<file path="src/rtl/dc_motor_pkg.sv">
// dc_motor_pkg: shared definitions for the Wishbone DC motor PWM block.
// Holds the register word indices, CTRL bit positions, the per-channel
// FSM state type and small helpers for address decode and byte merging.
package dc_motor_pkg;

    // Word indices (byte address bits [5:2])
    localparam logic [3:0] WORD_PRESCALE = 4'd0;
    localparam logic [3:0] WORD_STATUS   = 4'd1;
    localparam logic [3:0] WORD_CH_BASE  = 4'd2;

    // CTRL register layout
    localparam int CTRL_EN_BIT  = 0;
    localparam int CTRL_DIR_BIT = 1;
    localparam int CTRL_W       = 2;

    // Per-channel FSM state (kept as plain constants for legacy tools)
    typedef logic [0:0] ch_state_t;
    localparam ch_state_t ST_RUN     = 1'b0;
    localparam ch_state_t ST_REVERSE = 1'b1;

    // Word index of channel ch's CTRL register
    function automatic logic [3:0] ctrl_word(input int ch);
        return WORD_CH_BASE + 4'(2 * ch);
    endfunction

    // Word index of channel ch's DUTY register
    function automatic logic [3:0] duty_word(input int ch);
        return WORD_CH_BASE + 4'(2 * ch + 1);
    endfunction

    // Replace the bytes of old_word selected by sel with those of new_word
    function automatic logic [31:0] byte_merge(input logic [31:0] old_word,
                                               input logic [31:0] new_word,
                                               input logic [3:0]  sel);
        logic [31:0] merged;
        merged = old_word;
        for (int b = 0; b < 4; b++) begin
            if (sel[b]) begin
                merged[8*b +: 8] = new_word[8*b +: 8];
            end else begin
                merged[8*b +: 8] = old_word[8*b +: 8];
            end
        end
        return merged;
    endfunction

endpackage

</file>
<file path="src/rtl/dc_motor_pwm_wb_channel.sv">
// dc_motor_channel: one motor channel -- soft duty ramp, RUN/REVERSE
// direction FSM and PWM compare against the shared period counter.
// Ports:
//   clk_i, rst_ni      clock, synchronous active-low reset
//   en_i, dir_req_i    CTRL.enable and CTRL.dir of this channel
//   duty_tgt_i         DUTY register (ramp target while in RUN)
//   period_cnt_i       shared period counter
//   period_end_i       one-clock strobe when the period counter wraps
//   pwm_o, dir_o       registered PMOD drive
//   busy_o             ramp or reversal still in progress
module dc_motor_channel
    import dc_motor_pkg::*;
#(
    parameter int PWM_W = 8
) (
    input  logic             clk_i,
    input  logic             rst_ni,
    input  logic             en_i,
    input  logic             dir_req_i,
    input  logic [PWM_W-1:0] duty_tgt_i,
    input  logic [PWM_W-1:0] period_cnt_i,
    input  logic             period_end_i,
    output logic             pwm_o,
    output logic             dir_o,
    output logic             busy_o
);

    localparam logic [PWM_W-1:0] DUTY_ZERO = {PWM_W{1'b0}};
    localparam logic [PWM_W-1:0] DUTY_ONE  = {{(PWM_W-1){1'b0}}, 1'b1};

    ch_state_t        state_q, state_d;
    logic [PWM_W-1:0] cur_q, cur_d;
    logic             dir_q, dir_d;
    logic             pwm_q, pwm_d;
    logic [PWM_W-1:0] eff_tgt_s;

    // Reversal first ramps the motor to standstill before flipping direction
    always_comb begin
        if (state_q == ST_REVERSE) begin
            eff_tgt_s = DUTY_ZERO;
        end else begin
            eff_tgt_s = duty_tgt_i;
        end
    end

    // Ramp stepping and direction FSM next state
    always_comb begin
        cur_d   = cur_q;
        state_d = state_q;
        dir_d   = dir_q;
        if (!en_i) begin
            // Disabled channel: stop at once and let direction follow CTRL
            cur_d   = DUTY_ZERO;
            state_d = ST_RUN;
            dir_d   = dir_req_i;
        end else begin
            if (period_end_i && (cur_q < eff_tgt_s)) begin
                cur_d = cur_q + DUTY_ONE;
            end else if (period_end_i && (cur_q > eff_tgt_s)) begin
                cur_d = cur_q - DUTY_ONE;
            end else begin
                cur_d = cur_q;
            end
            case (state_q)
                ST_RUN: begin
                    if (dir_req_i != dir_q) begin
                        state_d = ST_REVERSE;
                    end else begin
                        state_d = ST_RUN;
                    end
                end
                ST_REVERSE: begin
                    if (dir_req_i == dir_q) begin
                        // Request withdrawn before standstill: keep direction
                        state_d = ST_RUN;
                    end else if (period_end_i && (cur_q == DUTY_ZERO)) begin
                        dir_d   = dir_req_i;
                        state_d = ST_RUN;
                    end else begin
                        state_d = ST_REVERSE;
                    end
                end
                default: begin
                    state_d = ST_RUN;
                end
            endcase
        end
    end

    // PWM compare; duty of all ones stays high because the counter stops one short
    always_comb begin
        pwm_d = en_i && (period_cnt_i < cur_q);
    end

    // Channel state registers
    always_ff @(posedge clk_i) begin
        if (!rst_ni) begin
            state_q <= ST_RUN;
            cur_q   <= DUTY_ZERO;
            dir_q   <= 1'b0;
            pwm_q   <= 1'b0;
        end else begin
            state_q <= state_d;
            cur_q   <= cur_d;
            dir_q   <= dir_d;
            pwm_q   <= pwm_d;
        end
    end

    assign pwm_o  = pwm_q;
    assign dir_o  = dir_q;
    assign busy_o = (cur_q != eff_tgt_s) || (state_q == ST_REVERSE);

endmodule

</file>
<file path="src/rtl/dc_motor_pwm_wb.sv">
// dc_motor_pwm_wb: Wishbone-controlled multi-channel DC motor PWM driver.
// Holds the register file, global prescaler, shared period counter and
// instantiates one dc_motor_channel per motor.
// Ports:
//   i_clk, i_rst_n          clock, synchronous active-low reset
//   i_wb_adr/dat/sel/we/cyc/stb, o_wb_dat/ack   Wishbone slave (1 wait state)
//   o_pwm[NUM_CH], o_dir[NUM_CH]                PMOD drive per channel
module dc_motor_pwm_wb
    import dc_motor_pkg::*;
#(
    parameter int NUM_CH = 2,
    parameter int PWM_W  = 8,
    parameter int PRE_W  = 16
) (
    input  logic              i_clk,
    input  logic              i_rst_n,
    input  logic [5:0]        i_wb_adr,
    input  logic [31:0]       i_wb_dat,
    input  logic [3:0]        i_wb_sel,
    input  logic              i_wb_we,
    input  logic              i_wb_cyc,
    input  logic              i_wb_stb,
    output logic [31:0]       o_wb_dat,
    output logic              o_wb_ack,
    output logic [NUM_CH-1:0] o_pwm,
    output logic [NUM_CH-1:0] o_dir
);

    // Last counter value before wrap: period is 2^PWM_W-1 ticks
    localparam logic [PWM_W-1:0] PER_LAST =
        {PWM_W{1'b1}} - {{(PWM_W-1){1'b0}}, 1'b1};
    localparam logic [PWM_W-1:0] PER_ONE  = {{(PWM_W-1){1'b0}}, 1'b1};
    localparam logic [PRE_W-1:0] PRE_ONE  = {{(PRE_W-1){1'b0}}, 1'b1};

    logic [PRE_W-1:0]                   prescale_q, prescale_d;
    logic [PRE_W-1:0]                   presc_cnt_q, presc_cnt_d;
    logic [PWM_W-1:0]                   period_cnt_q, period_cnt_d;
    logic [NUM_CH-1:0][CTRL_W-1:0]      ctrl_q, ctrl_d;
    logic [NUM_CH-1:0][PWM_W-1:0]       duty_q, duty_d;
    logic                               ack_q, ack_d;
    logic [31:0]                        rdat_q, rdat_d;

    logic                               req_s;
    logic                               wr_s;
    logic [3:0]                         word_s;
    logic [31:0]                        rd_word_s;
    logic [31:0]                        wr_word_s;
    logic                               presc_restart_s;
    logic                               tick_s;
    logic                               period_end_s;
    logic [NUM_CH-1:0]                  busy_s;
    logic                               unused_s;

    assign req_s    = i_wb_cyc && i_wb_stb && !ack_q;
    assign wr_s     = req_s && i_wb_we;
    assign word_s   = i_wb_adr[5:2];
    assign unused_s = ^{i_wb_adr[1:0], wr_word_s};

    // Read mux; unmapped words and absent channels decode to zero
    always_comb begin
        rd_word_s = 32'h0000_0000;
        if (word_s == WORD_PRESCALE) begin
            rd_word_s = 32'(prescale_q);
        end else if (word_s == WORD_STATUS) begin
            rd_word_s = 32'(busy_s);
        end else begin
            for (int n = 0; n < NUM_CH; n++) begin
                if (word_s == ctrl_word(n)) begin
                    rd_word_s = 32'(ctrl_q[n]);
                end else if (word_s == duty_word(n)) begin
                    rd_word_s = 32'(duty_q[n]);
                end else begin
                    rd_word_s = rd_word_s;
                end
            end
        end
    end

    // Register writes: merge enabled bytes into the addressed word's current value
    always_comb begin
        wr_word_s       = byte_merge(rd_word_s, i_wb_dat, i_wb_sel);
        prescale_d      = prescale_q;
        ctrl_d          = ctrl_q;
        duty_d          = duty_q;
        presc_restart_s = 1'b0;
        if (wr_s && (word_s == WORD_PRESCALE)) begin
            prescale_d      = wr_word_s[PRE_W-1:0];
            presc_restart_s = 1'b1;
        end else if (wr_s) begin
            for (int n = 0; n < NUM_CH; n++) begin
                if (word_s == ctrl_word(n)) begin
                    ctrl_d[n] = wr_word_s[CTRL_W-1:0];
                end else if (word_s == duty_word(n)) begin
                    duty_d[n] = wr_word_s[PWM_W-1:0];
                end else begin
                    duty_d[n] = duty_d[n];
                end
            end
        end else begin
            presc_restart_s = 1'b0;
        end
    end

    // Prescaler: tick when the count reaches PRESCALE, restart on PRESCALE write
    always_comb begin
        tick_s      = 1'b0;
        presc_cnt_d = presc_cnt_q;
        if (presc_restart_s) begin
            presc_cnt_d = {PRE_W{1'b0}};
        end else if (presc_cnt_q >= prescale_q) begin
            tick_s      = 1'b1;
            presc_cnt_d = {PRE_W{1'b0}};
        end else begin
            presc_cnt_d = presc_cnt_q + PRE_ONE;
        end
    end

    // Shared period counter and period-end strobe
    always_comb begin
        period_end_s = tick_s && (period_cnt_q == PER_LAST);
        if (period_end_s) begin
            period_cnt_d = {PWM_W{1'b0}};
        end else if (tick_s) begin
            period_cnt_d = period_cnt_q + PER_ONE;
        end else begin
            period_cnt_d = period_cnt_q;
        end
    end

    // Single-cycle ack; read data captured alongside it
    always_comb begin
        ack_d = req_s;
        if (req_s) begin
            rdat_d = rd_word_s;
        end else begin
            rdat_d = 32'h0000_0000;
        end
    end

    // Top-level state registers
    always_ff @(posedge i_clk) begin
        if (!i_rst_n) begin
            prescale_q   <= {PRE_W{1'b0}};
            presc_cnt_q  <= {PRE_W{1'b0}};
            period_cnt_q <= {PWM_W{1'b0}};
            ctrl_q       <= {(NUM_CH*CTRL_W){1'b0}};
            duty_q       <= {(NUM_CH*PWM_W){1'b0}};
            ack_q        <= 1'b0;
            rdat_q       <= 32'h0000_0000;
        end else begin
            prescale_q   <= prescale_d;
            presc_cnt_q  <= presc_cnt_d;
            period_cnt_q <= period_cnt_d;
            ctrl_q       <= ctrl_d;
            duty_q       <= duty_d;
            ack_q        <= ack_d;
            rdat_q       <= rdat_d;
        end
    end

    for (genvar n = 0; n < NUM_CH; n++) begin : g_ch
        dc_motor_channel #(
            .PWM_W(PWM_W)
        ) u_ch (
            .clk_i        (i_clk),
            .rst_ni       (i_rst_n),
            .en_i         (ctrl_q[n][CTRL_EN_BIT]),
            .dir_req_i    (ctrl_q[n][CTRL_DIR_BIT]),
            .duty_tgt_i   (duty_q[n]),
            .period_cnt_i (period_cnt_q),
            .period_end_i (period_end_s),
            .pwm_o        (o_pwm[n]),
            .dir_o        (o_dir[n]),
            .busy_o       (busy_s[n])
        );
    end

    assign o_wb_ack = ack_q;
    assign o_wb_dat = rdat_q;

endmodule

</file>
<file path="config.mk">
export PLATFORM = sky130hd
export DESIGN_NAME = dc_motor_pwm_wb
export DESIGN_NICKNAME = d
export VERILOG_FILES = /design/src/rtl/dc_motor_pkg.sv /design/src/rtl/dc_motor_pwm_wb_channel.sv /design/src/rtl/dc_motor_pwm_wb.sv
export SDC_FILE = /design/constraint.sdc
export NUM_CORES = 1
export LEC_CHECK = 0
export ABC_AREA = 0
export BUFFER_PORTS_ARGS = -buffer_cell sky130_fd_sc_hd__buf_2
export CORE_ASPECT_RATIO = 1.5
export CORE_MARGIN = 2
export CORE_UTILIZATION = 58
export DETAILED_ROUTE_END_ITERATION = 8
export PLACE_DENSITY = 0.81
export SETUP_SLACK_MARGIN = 0.02
export SLEW_MARGIN = 25
export SYNTH_ARGS = -nofsm -noshare
export SYNTH_HDL_FRONTEND = slang
export SYNTH_SLANG_ARGS = --single-unit
</file>
<file path="constraint.sdc">
create_clock -name i_clk -period 4.95 [get_ports i_clk]
set_input_delay 0.495 -clock i_clk [delete_from_list [all_inputs] [get_ports i_clk]]
set_output_delay 0.495 -clock i_clk [all_outputs]
set_load 0.1 [all_outputs]
</file>
Yosys cells after proc, flatten, opt, wreduce, memory -nomap -nowiden. Index checks and enable logic that the tools add are counted.

Register bits after elaboration: 115. Bits of input ports: 47. Output and inout bits: 37. Word-level logic and storage cells: 122.

Add/subtract/negate cells: 6. Magnitude comparators: 7. Equality and inequality tests: 18. Muxes and demuxes: 33. Bitwise gates (word level): 7. Reductions and logical operators: 33.

Operators by type and width (number): two-way mux 8 bit (11); two-way mux 16 bit (3); < comparator 8 bit (4); adder 8 x 1 -> 8 bit, second input constant (3); two-way mux 1 bit (17); adder 16 x 1 -> 16 bit, second input constant (1); >= comparator 16 bit (1); > comparator 8 bit (2); zero test 8 bit (2); != test 8 bit (2); subtractor 8 x 1 -> 8 bit, second input constant (2); logical AND 1 bit (13); AND reduction 3 bit (4); == test 4 x 2 -> 1 bit, second input constant (2); == test 4 x 3 -> 1 bit, second input constant (2); == test 8 bit, second input constant (1); != test 2 x 1 -> 1 bit, second input constant (4); AND reduction 4 bit (2); NOT 1 bit (7); OR reduction 7 bit (1); AND reduction 2 bit (3); == test 4 x 1 -> 1 bit, second input constant (1); zero test 4 bit (1); != test 2 bit, second input constant (2); 8 further kinds (13).

Depth between registers and ports, before layout. Gate-level depths: netlist (run 1).

Word-level depth: 12. Mapped depth: 14. Mapped depth without buffers: 14.

By module. A second synthesis (run 1) with hierarchy kept.

Cells, all modules: 677. Area, all modules: 5881.9 um^2.

Modules (own cells, without submodules): dc_motor_pwm_wb (times used 1, cells an instance 431, area each 3693.5 um^2, sequential area each 1541.5 um^2); dc_motor_channel (g_ch[0].u_ch) (times used 1, cells an instance 122, area each 1096.1 um^2, sequential area each 220.2 um^2); dc_motor_channel (g_ch[1].u_ch) (times used 1, cells an instance 124, area each 1092.3 um^2, sequential area each 220.2 um^2).

Least setup slack after synthesis (run 1). Ideal clock, no wire load.

Path kind: register -> register. Start point: register ack_q (netlist: o_wb_ack). End point: register g_ch[1].u_ch.cur_q[7]. Library setup time: 72 ps. Arrival time: 3893 ps. Data required time: 4878 ps. Slack: 986 ps. Cell stages (with the launch flop): 13. Path buffers: 0. Clock period less this slack: 3964 ps. Cells stage by stage: dfxtp_1 > nand4b_1 > nor2_2 > nor2_2 > o31a_1 > nand3_1 > ha_1 > and3_1 > a2111oi_1 > a21oi_1 > a211o_1 > a21oi_1 > mux2i_1.

Longest elaborated chain between the ends: 9. Elaborated cells between the ends (all ways): 11. Classes of those cells: mux: 3; reduce/logical: 8.

Ends and longest elaborated chain: start, declared (RTL line dc_motor_pwm_wb.sv:40) `logic ack_q, ack_d;`; start signal, assigned (RTL line dc_motor_pwm_wb.sv:156) `ack_q <= ack_d;`; zero test 1 bit * (RTL line dc_motor_pwm_wb.sv:54) `assign req_s = i_wb_cyc && i_wb_stb && !ack_q;`; logical AND 1 bit * (RTL line dc_motor_pwm_wb.sv:54); logical AND 1 bit * (RTL line dc_motor_pwm_wb.sv:55) `assign wr_s = req_s && i_wb_we;`; logical AND 1 bit * (RTL line dc_motor_pwm_wb.sv:86) `if (wr_s && (word_s == WORD_PRESCALE)) begin`; two-way mux 1 bit * (RTL line dc_motor_pwm_wb.sv:86); two-way mux 1 bit * (RTL line dc_motor_pwm_wb.sv:108) `if (presc_restart_s) begin`; logical AND 1 bit * (RTL line dc_motor_pwm_wb.sv:120) `period_end_s = tick_s && (period_cnt_q == PER_LAST);`; logical AND 1 bit, on equally long branches (RTL line dc_motor_pwm_wb_channel.sv:57, dc_motor_pwm_wb_channel.sv:59); two-way mux 8 bit / nonzero test 2 bit (equally long branches); end signal, assigned (RTL line dc_motor_pwm_wb_channel.sv:104) `cur_q <= cur_d;`; end, declared (RTL line dc_motor_pwm_wb_channel.sv:32) `logic [PWM_W-1:0] cur_q, cur_d;`.

Every way passes the cells marked *; elsewhere a longest branch is shown, timed or not. A chain may end at the register's enable or synchronous reset.

Worst setup path after layout (run 1).
Start point: register prescale_q[10]. End point: register g_ch[1].u_ch.cur_q[7].

Longest elaborated chain between the ends: 6. Elaborated cells between the ends (all ways): 8. Classes of those cells: order compare: 1; mux: 3; reduce/logical: 4.

Ends and longest elaborated chain: start, declared (RTL line dc_motor_pwm_wb.sv:35) `logic [PRE_W-1:0] prescale_q, prescale_d;`; start signal, assigned (RTL line dc_motor_pwm_wb.sv:143) `prescale_q <= {PRE_W{1'b0}};`; start signal, assigned (RTL line dc_motor_pwm_wb.sv:151) `prescale_q <= prescale_d;`; >= comparator 16 bit * (RTL line dc_motor_pwm_wb.sv:110) `end else if (presc_cnt_q >= prescale_q) begin`; two-way mux 1 bit * (RTL line dc_motor_pwm_wb.sv:110); two-way mux 1 bit * (RTL line dc_motor_pwm_wb.sv:108); logical AND 1 bit * (RTL line dc_motor_pwm_wb.sv:120); logical AND 1 bit, on equally long branches (RTL line dc_motor_pwm_wb_channel.sv:57, dc_motor_pwm_wb_channel.sv:59); two-way mux 8 bit / nonzero test 2 bit (equally long branches).

Marked as above.

==> results of run 1 <==
-- cell type report --
class,count,area (µm²),area share [%]
Sequential cell,99,1980,30.8
Timing Repair Buffer,50,258,4.00
Multi-Input combinational cell,529,3590,55.8
Inverter,47,176,2.74
Clock buffer,11,233,3.61
Clock inverter,4,52.6,0.816
Tap cell,117,146,2.27
-- critical path, cell delays in order, from the launching register on --
cell,delay (ps)
sky130_fd_sc_hd__dfxtp_1,330
sky130_fd_sc_hd__inv_1,70
sky130_fd_sc_hd__ha_1,310
sky130_fd_sc_hd__and4_1,270
sky130_fd_sc_hd__nand2_1,110
sky130_fd_sc_hd__a2111oi_4,560
sky130_fd_sc_hd__o31a_1,410
sky130_fd_sc_hd__nand3_1,330
sky130_fd_sc_hd__ha_1,440
sky130_fd_sc_hd__and3_1,210
sky130_fd_sc_hd__a2111oi_1,530
sky130_fd_sc_hd__a21oi_1,190
sky130_fd_sc_hd__a211o_1,280
sky130_fd_sc_hd__a21oi_1,170
sky130_fd_sc_hd__mux2i_1,210
-- metal layers --
metal | up-vias | part of all wire (%) | global-route usage [%]
met5 | - | 0 | 0
met4 | 0 | 4.3 | 15.2
met3 | 57 | 4.2 | 3.54
met2 | 170 | 54 | 50.4
met1 | 2493 | 38 | 29.3
li1 | 2535 | - | -
-- power by group through the flow --
| stage | clock network, W | logic [W] | registers, W |
|---|---|---|---|
| 5_1_grt | 0.000719 | 0.000149 | 0.000808 |
| 6_report | 0.000688 | 0.000140 | 0.000808 |
| 4_1_cts | 0.000691 | 0.000139 | 0.000807 |
| 3_5_place_dp | 0 | 0.000138 | 0.000826 |
| 3_3_place_gp | 0 | 0.000135 | 0.000825 |
| 2_1_floorplan | 0 | 0.000120 | 0.000826 |
-- cell families after synthesis --
| group | share of synthesized area [%] |
|---|---|
| AND/OR/NAND/NOR | 21.3 |
| AO/OA/AOI/OAI | 17.6 |
| flip-flops | 33.2 |
| buffers and inverters | 7.51 |
| adder cells (fa/ha/maj) | 13.5 |
| XOR/XNOR | 3.67 |
| multiplexers | 3.15 |
| other | 0.0629 |
-- cell usage after synthesis (8+ instances only) --
library cell and n:
sky130_fd_sc_hd__dfxtp_1 99, sky130_fd_sc_hd__nand2_1 62, sky130_fd_sc_hd__ha_1 61, sky130_fd_sc_hd__a21oi_1 58, sky130_fd_sc_hd__inv_1 45, sky130_fd_sc_hd__nand3_1 45
sky130_fd_sc_hd__nor2_1 37, sky130_fd_sc_hd__nand2b_1 21, sky130_fd_sc_hd__o21ai_1 21, sky130_fd_sc_hd__buf_4 20, sky130_fd_sc_hd__clkbuf_1 15, sky130_fd_sc_hd__nor3_1 15
sky130_fd_sc_hd__xor2_1 14, sky130_fd_sc_hd__nand4_1 13, sky130_fd_sc_hd__mux2i_1 12, sky130_fd_sc_hd__and3_1 11, sky130_fd_sc_hd__xnor2_1 11, sky130_fd_sc_hd__buf_2 10
sky130_fd_sc_hd__a21o_1 9, sky130_fd_sc_hd__and2_1 9, sky130_fd_sc_hd__o21ai_0 9, sky130_fd_sc_hd__a22oi_1 8
-- path summary, 6_finish.rpt --
check                               startpoint                    end  slack (ps)  cells after the start
worst max register to register  prescale_q[10]  g_ch[1].u_ch.cur_q[7]         460                     14
worst min register to register  prescale_q[10]         prescale_q[10]         460                      2
worst max-delay path            prescale_q[10]  g_ch[1].u_ch.cur_q[7]         460                     14
worst min-delay path              i_wb_dat[15]         prescale_q[15]         410                      3
-- stage by stage --
step	instances	worst slack (ps)	total power, W
6_report	857	456	0.00164
5_1_grt	857	108	0.00168
4_1_cts	857	480	0.00164
3_5_place_dp	842	540	0.000964
3_3_place_gp	842	607	0.000961
2_1_floorplan	722	986	0.000946
-- sequential cells by signal (all words and copies together) (netlist names), 4 cells and up --
signal           count
ctrl_q               4
duty_q              16
g_ch.u_ch.cur_q     16
o_wb_dat            16
period_cnt_q         8
presc_cnt_q         16
prescale_q          16
==> impl_results.html, run 1 <==
<table>
<tr><th>Metric</th><th>Value</th></tr>
<tr><th colspan="2">Status</th></tr>
<tr><td>Outcome</td><td>finished clean</td></tr>
<tr><th colspan="2">Clock tree</th></tr>
<tr><td>Setup repair bufs after CTS</td><td>0</td></tr>
<tr><td>Max Root-Sink Buffers</td><td>2</td></tr>
<tr><td>Clock transition at the registers of the reported paths</td><td>70 ps</td></tr>
<tr><td>Worst-Skew Late Latency</td><td>340 ps</td></tr>
<tr><td>Number of buffers added to fix hold violations after cts</td><td>0</td></tr>
<tr><td>CTS resizes</td><td>0</td></tr>
<tr><td>CTS tree</td><td>built</td></tr>
<tr><td>Number of clock sinks seen by CTS</td><td>99</td></tr>
<tr><td>Count of H-tree levels built during CTS</td><td>3</td></tr>
<tr><td>Root buffer selected by CTS</td><td>sky130_fd_sc_hd__clkbuf_16</td></tr>
<tr><td>Clock buffers created by TritonCTS</td><td>9</td></tr>
<tr><th colspan="2">STA</th></tr>
<tr><td>Max-slew headroom</td><td>40.5%</td></tr>
<tr><td>Post-Route Setup TNS</td><td>0 ps</td></tr>
<tr><td>Final count of negative-setup-slack endpoints</td><td>0</td></tr>
<tr><td>Final worst hold slack</td><td>414 ps</td></tr>
<tr><td>Unrepaired setup endpoints after global routing</td><td>false</td></tr>
<tr><td>Max-slew violations</td><td>0</td></tr>
<tr><td>Clock period minus worst slack</td><td>4490 ps</td></tr>
<tr><td>Post-route clock skew</td><td>7.00 ps</td></tr>
<tr><td>Crit share post-route</td><td>90.8%</td></tr>
<tr><td>Fmax</td><td>223 MHz</td></tr>
<tr><td>Slew of the pin with the lowest slew margin</td><td>889 ps</td></tr>
<tr><td>Final Hold Viols</td><td>0</td></tr>
<tr><th colspan="2">Logic synthesis</th></tr>
<tr><td>Cell area after technology mapping</td><td>5960 µm²</td></tr>
<tr><td>Portion of synthesized cell area occupied by the leading cell type</td><td>33.2%</td></tr>
<tr><td>Cell taking the most area after synthesis</td><td>sky130_fd_sc_hd__dfxtp_1</td></tr>
<tr><td>Per-instance average area after synthesis</td><td>8.43 µm²</td></tr>
<tr><td>Share of flip-flops with an asynchronous set or reset</td><td>0%</td></tr>
<tr><td>Largest cells by area after synthesis</td><td>sky130_fd_sc_hd__dfxtp_1 33%, sky130_fd_sc_hd__ha_1 13%, sky130_fd_sc_hd__a21oi_1 4.9%, sky130_fd_sc_hd__nand2_1 3.9%, sky130_fd_sc_hd__nand3_1 3.8%</td></tr>
<tr><td>Number of flip-flops and latches in the synthesized netlist</td><td>99</td></tr>
<tr><td>Post-Synthesis Cells</td><td>707</td></tr>
<tr><td>Synth Warn #</td><td>0</td></tr>
<tr><td>Number of enable-type register cells in the synthesized netlist</td><td>0</td></tr>
<tr><td>Cell variety after synth</td><td>61</td></tr>
<tr><td>Portion of the post-synthesis area used by sequential elements</td><td>33.2%</td></tr>
<tr><td>Top FF cell, synth</td><td>sky130_fd_sc_hd__dfxtp_1</td></tr>
<tr><th colspan="2">Detailed routing</th></tr>
<tr><td>Overall via count from detail_route</td><td>5,255</td></tr>
<tr><td>Detailed-route vias per instance</td><td>6.13</td></tr>
<tr><td>DRC</td><td>0</td></tr>
<tr><td>Number of iterations in the first detailed-routing pass</td><td>7</td></tr>
<tr><td>DRT iter0 DRCs</td><td>399</td></tr>
<tr><td>Count of antenna-violating nets left after detailed routing</td><td>0</td></tr>
<tr><td>Sum of routed wire length over all layers</td><td>14,900 µm</td></tr>
<tr><td>Average wire length per cell after detail routing</td><td>17.4 µm</td></tr>
<tr><th colspan="2">Power and ir drop</th></tr>
<tr><td>Relative contribution of the clock network to total power</td><td>42.1%</td></tr>
<tr><td>Pwr per Cell Area</td><td>254 nW/µm²</td></tr>
<tr><td>Worst vdd ir</td><td>233 µV</td></tr>
<tr><td>P_int</td><td>0.00122 W</td></tr>
<tr><td>Leakage power summed over all cells</td><td>2.52 nW</td></tr>
<tr><td>Relative contribution of combinational cells to total power</td><td>8.6%</td></tr>
<tr><td>Power share of the sequential group</td><td>49.4%</td></tr>
<tr><td>Switching power total</td><td>0.000413 W</td></tr>
<tr><td>Switching part of the total</td><td>25.3%</td></tr>
<tr><th colspan="2">Worst setup path</th></tr>
<tr><td>Kind of start point of the critical path</td><td>register</td></tr>
<tr><td>Data required time at the worst endpoint</td><td>5210 ps</td></tr>
<tr><td>Top fanout value on the critical path</td><td>7</td></tr>
<tr><td>Startpoint-to-endpoint class of the critical path</td><td>reg2reg</td></tr>
<tr><td>Endpoint type of the worst setup path</td><td>register</td></tr>
<tr><td>Critical path data arrival time</td><td>4760 ps</td></tr>
<tr><th colspan="2">Finish</th></tr>
<tr><td>Utilization of the core after routing</td><td>63.9%</td></tr>
<tr><td>Net total in the final layout</td><td>846</td></tr>
<tr><td>Commonest non-fill, non-tap cells in the layout</td><td>99 x sky130_fd_sc_hd__dfxtp_1, 62 x sky130_fd_sc_hd__nand2_1, 61 x sky130_fd_sc_hd__ha_1</td></tr>
<tr><td>Antenna diodes</td><td>0</td></tr>
<tr><td>Syn-to-layout area delta</td><td>8.04%</td></tr>
<tr><td>Most common cell after layout, fill and taps aside</td><td>sky130_fd_sc_hd__dfxtp_1</td></tr>
<tr><td>Design Area, Final</td><td>6440 µm²</td></tr>
<tr><td>Share of final-layout standard cells stronger than drive strength 1</td><td>11.4%</td></tr>
<tr><td>Number of fill cells in the layout</td><td>824</td></tr>
<tr><th colspan="2">Floorplanning</th></tr>
<tr><td>Core box area</td><td>10,100 µm²</td></tr>
<tr><td>Die area</td><td>11,100 µm²</td></tr>
<tr><td>Cell Rows</td><td>45</td></tr>
<tr><td>Die height</td><td>128 µm</td></tr>
<tr><td>Initial Util</td><td>59.2%</td></tr>
<tr><td>Number of top-level pins</td><td>84</td></tr>
<tr><td>Horizontal die dimension</td><td>86.8 µm</td></tr>
<tr><th colspan="2">GRT</th></tr>
<tr><td>Aggregate global-route resource usage</td><td>27.4%</td></tr>
<tr><td>Total global routing overflow</td><td>0</td></tr>
<tr><td>Wire length of the first global-routing pass</td><td>24,100 µm</td></tr>
<tr><td>Via count of the first global-routing pass</td><td>5,208</td></tr>
<tr><td>Largest net degree at the start of global routing</td><td>36</td></tr>
<tr><td>Initial antenna violation count</td><td>0</td></tr>
<tr><th colspan="2">Flow run</th></tr>
<tr><td>Max-cap violations</td><td>0</td></tr>
<tr><th colspan="2">Placement</th></tr>
<tr><td>Placed Area</td><td>6150 µm²</td></tr>
<tr><td>DPL Wire Length</td><td>11,400 µm</td></tr>
<tr><td>Port-buffer cells</td><td>47</td></tr>
<tr><td>Routability cong.</td><td>0.886</td></tr>
<tr><th colspan="2">Hold path</th></tr>
<tr><td>Path type of the worst min-delay path</td><td>in2reg</td></tr>
</table>
Power figures use the tool's default switching activity.
==> inputs of run 2 (changes only) <==
--- a/config.mk
+++ b/config.mk
@@ -11,9 +11,9 @@
 export CORE_MARGIN = 2
 export CORE_UTILIZATION = 58
 export DETAILED_ROUTE_END_ITERATION = 8
-export PLACE_DENSITY = 0.81
+export PLACE_DENSITY = 0.9
 export SETUP_SLACK_MARGIN = 0.02
-export SLEW_MARGIN = 25
+export SLEW_MARGIN = 20
 export SYNTH_ARGS = -nofsm -noshare
 export SYNTH_HDL_FRONTEND = slang
 export SYNTH_SLANG_ARGS = --single-unit
==> run 2 against run 1 <==
Flip-flop and latch count unchanged; design area up 0.17%; clock skew up 1.7 ps; largest cell class unchanged; worst hold slack worse by 13 ps; wire length up 2.7%; setup slack better by 57 ps; register-to-register slack better by 60 ps; total power up 1.8%; clock power up 4.2%; combinational power about the same; non-clock buffer count unchanged.
==> impl_results.html, run 2 (synthesized netlist as in run 1, its figures left out) <==
<table>
<tr><th>Metric</th><th>Value</th></tr>
<tr><th colspan="2">Finish</th></tr>
<tr><td>Non-filler cells, final</td><td>858 (+0.12%)</td></tr>
<tr><td>Antenna diodes</td><td>0 (unchanged)</td></tr>
<tr><td>Commonest non-fill, non-tap cells in the layout</td><td>99 x sky130_fd_sc_hd__dfxtp_1, 62 x sky130_fd_sc_hd__nand2_1, 61 x sky130_fd_sc_hd__ha_1</td></tr>
<tr><td>Net total in the final layout</td><td>846 (unchanged)</td></tr>
<tr><td>Most common cell after layout, fill and taps aside</td><td>sky130_fd_sc_hd__dfxtp_1</td></tr>
<tr><td>Share of final-layout standard cells stronger than drive strength 1</td><td>11.2% (-0.15 points)</td></tr>
<tr><td>Design Area, Final</td><td>6450 µm² (+0.17%)</td></tr>
<tr><td>Syn-to-layout area delta</td><td>8.22%</td></tr>
<tr><th colspan="2">STA</th></tr>
<tr><td>Final count of negative-setup-slack endpoints</td><td>0 (unchanged)</td></tr>
<tr><td>Clock period minus worst slack</td><td>4440 ps (-57.4 ps)</td></tr>
<tr><td>Slew of the pin with the lowest slew margin</td><td>1070 ps (+177 ps)</td></tr>
<tr><td>Post-Route Setup TNS</td><td>0 ps (unchanged)</td></tr>
<tr><td>Crit share post-route</td><td>89.6% (-1.2 points)</td></tr>
<tr><td>Post-route clock skew</td><td>8.69 ps (+1.69 ps)</td></tr>
<tr><td>Fmax</td><td>225 MHz (+1.3%)</td></tr>
<tr><td>Post-layout worst setup margin</td><td>513 ps (+57.4 ps)</td></tr>
<tr><td>Final Hold Viols</td><td>0 (unchanged)</td></tr>
<tr><td>Max-slew headroom</td><td>28.8% (-12 points)</td></tr>
<tr><td>Unrepaired setup endpoints after global routing</td><td>false</td></tr>
<tr><td>Final worst hold slack</td><td>401 ps (-13.3 ps)</td></tr>
<tr><td>Max-slew violations</td><td>0 (unchanged)</td></tr>
<tr><th colspan="2">Worst setup path</th></tr>
<tr><td>Launching element of the worst setup path</td><td>prescale_q[11]</td></tr>
<tr><td>Worst r2r src</td><td>prescale_q[11]</td></tr>
<tr><td>WP buf/inv</td><td>1 (unchanged)</td></tr>
<tr><td>Critical path data arrival time</td><td>4720 ps (-40 ps)</td></tr>
<tr><td>Startpoint-to-endpoint class of the critical path</td><td>reg2reg</td></tr>
<tr><td>Kind of start point of the critical path</td><td>register</td></tr>
<tr><td>Top fanout value on the critical path</td><td>7 (unchanged)</td></tr>
<tr><td>Family of cells with the greatest summed delay on the critical path</td><td>compound AO/OA/AOI/OAI gates</td></tr>
<tr><td>Cell Chain, Critical Path</td><td>inv_1 &gt; ha_1 &gt; and4_1 &gt; nand2_1 &gt; a2111oi_4 &gt; o31a_1 &gt; nand3_1 &gt; ha_1 &gt; and3_1 &gt; a2111oi_1 &gt; a21oi_1 &gt; a211o_1 &gt; a21oi_1 &gt; mux2i_1</td></tr>
<tr><td>Largest stage delay on the critical path</td><td>560 ps (about the same)</td></tr>
<tr><td>Data required time at the worst endpoint</td><td>5240 ps (+30 ps)</td></tr>
<tr><td>Endpoint type of the worst setup path</td><td>register</td></tr>
<tr><td>Library cell contributing the largest single delay on the critical path</td><td>sky130_fd_sc_hd__a2111oi_1</td></tr>
<tr><th colspan="2">GRT</th></tr>
<tr><td>Aggregate global-route resource usage</td><td>28.4% (+1.0 points)</td></tr>
<tr><td>Via count of the first global-routing pass</td><td>5,390 (+3.5%)</td></tr>
<tr><td>Total global routing overflow</td><td>0 (unchanged)</td></tr>
<tr><td>Largest net degree at the start of global routing</td><td>36 (unchanged)</td></tr>
<tr><td>Wire length of the first global-routing pass</td><td>25,100 µm (+4.2%)</td></tr>
<tr><td>Initial antenna violation count</td><td>0 (unchanged)</td></tr>
<tr><th colspan="2">Clock tree</th></tr>
<tr><td>CTS resizes</td><td>0 (unchanged)</td></tr>
<tr><td>Number of clock sinks seen by CTS</td><td>99 (unchanged)</td></tr>
<tr><td>Clock transition at the registers of the reported paths</td><td>70 ps (about the same)</td></tr>
<tr><td>Worst-Skew Late Latency</td><td>360 ps (+20 ps)</td></tr>
<tr><td>Root buffer selected by CTS</td><td>sky130_fd_sc_hd__clkbuf_16</td></tr>
<tr><td>Max Root-Sink Buffers</td><td>2 (unchanged)</td></tr>
<tr><td>Clock buffers created by TritonCTS</td><td>9 (unchanged)</td></tr>
<tr><td>Setup repair bufs after CTS</td><td>0 (unchanged)</td></tr>
<tr><td>CTS tree</td><td>built</td></tr>
<tr><td>Number of buffers added to fix hold violations after cts</td><td>0 (unchanged)</td></tr>
<tr><td>Count of H-tree levels built during CTS</td><td>3 (unchanged)</td></tr>
<tr><th colspan="2">Placement</th></tr>
<tr><td>Port-buffer cells</td><td>47 (unchanged)</td></tr>
<tr><td>DPL Wire Length</td><td>11,600 µm (+1.9%)</td></tr>
<tr><td>Routability cong.</td><td>0.898 (+1.4%)</td></tr>
<tr><td>Placed Area</td><td>6150 µm² (unchanged)</td></tr>
<tr><td>Post-Place Cells</td><td>842 (unchanged)</td></tr>
<tr><td>Post-Place Worst Slack</td><td>595 ps (+55.7 ps)</td></tr>
<tr><th colspan="2">Status</th></tr>
<tr><td>Outcome</td><td>finished clean</td></tr>
<tr><th colspan="2">Detailed routing</th></tr>
<tr><td>Sum of routed wire length over all layers</td><td>15,300 µm (+2.7%)</td></tr>
<tr><td>Detailed-route vias per instance</td><td>6.27 (+2.3%)</td></tr>
<tr><td>Average wire length per cell after detail routing</td><td>17.8 µm (+2.6%)</td></tr>
<tr><td>Number of iterations in the first detailed-routing pass</td><td>6 (-1)</td></tr>
<tr><td>DRT iter0 DRCs</td><td>478 (+20%)</td></tr>
<tr><td>DRC</td><td>0 (unchanged)</td></tr>
<tr><td>Count of antenna-violating nets left after detailed routing</td><td>0 (unchanged)</td></tr>
<tr><td>Overall via count from detail_route</td><td>5,382 (+2.4%)</td></tr>
<tr><th colspan="2">Floorplanning</th></tr>
<tr><td>Core box area</td><td>10,100 µm² (unchanged)</td></tr>
<tr><td>Die height</td><td>128 µm (unchanged)</td></tr>
<tr><td>Cell Rows</td><td>45 (unchanged)</td></tr>
<tr><td>Die area</td><td>11,100 µm² (unchanged)</td></tr>
<tr><td>Initial Util</td><td>59.2% (unchanged)</td></tr>
<tr><td>Number of top-level pins</td><td>84 (unchanged)</td></tr>
<tr><td>Horizontal die dimension</td><td>86.8 µm (unchanged)</td></tr>
<tr><th colspan="2">Power and ir drop</th></tr>
<tr><td>Pwr per Cell Area</td><td>258 nW/µm² (+1.6%)</td></tr>
<tr><td>Worst vdd ir</td><td>229 µV (-1.7%)</td></tr>
<tr><td>Leakage power summed over all cells</td><td>2.53 nW (+0.46%)</td></tr>
<tr><th colspan="2">Hold path</th></tr>
<tr><td>Worst hold path startpoint</td><td>i_wb_dat[14]</td></tr>
<tr><td>Path type of the worst min-delay path</td><td>in2reg</td></tr>
<tr><th colspan="2">Flow run</th></tr>
<tr><td>Max-cap violations</td><td>0 (unchanged)</td></tr>
</table>
## run 2: cell type report
| cell class | count | area [µm²] |
|---|---|---|
| multi-input cells | 529 | 3590 |
| flip-flops and latches | 99 | 1980 |
| well taps | 117 | 146 |
| clock buffers | 10 | 229 |
| clock inverters | 6 | 72.6 |
| inverters | 47 | 176 |
| fillers | 768 | 3620 |
| repair buffers | 50 | 258 |
## run 2: metrics by stage
stage / util, % / total power [W]
finish: 64.0 / 0.00167
detailed placement: 61.0 / 0.000963
CTS: 64.0 / 0.00166
global placement: 61.0 / 0.000958
global route: 64.0 / 0.00171
floorplan: - / 0.000946
## run 2: worst paths after layout
| kind | endpoint | slack, ps | cells past startpoint |
|---|---|---|---|
| max | g_ch[1].u_ch.cur_q[7] | 510 | 14 |
| min | prescale_q[14] | 400 | 3 |
| max reg2reg | g_ch[1].u_ch.cur_q[7] | 510 | 14 |
| min reg2reg | prescale_q[4] | 460 | 2 |
## run 2: layer usage
metal	global-route usage [%]	up-vias	wire [µm]
met5	0	-	0
met4	18.0	0	858
met3	4.96	71	845
met2	50.9	234	8030
met1	29.8	2535	5570
li1	-	2542	-
## run 2: power by group
part	total (W)	leakage (nW)	switching, W	internal, W
sequential	0.000807	0.798	0.00000696	0.000800
combinational	0.000141	1.58	0.000108	0.0000335
clock	0.000717	0.144	0.000319	0.000398
## run 2: tightest hold or removal path, delay by kind of cell
kind | cells | cell delay (ps)
buf+inv | 1 | 100
compound gates | 1 | 60
simple gates | 1 | 50
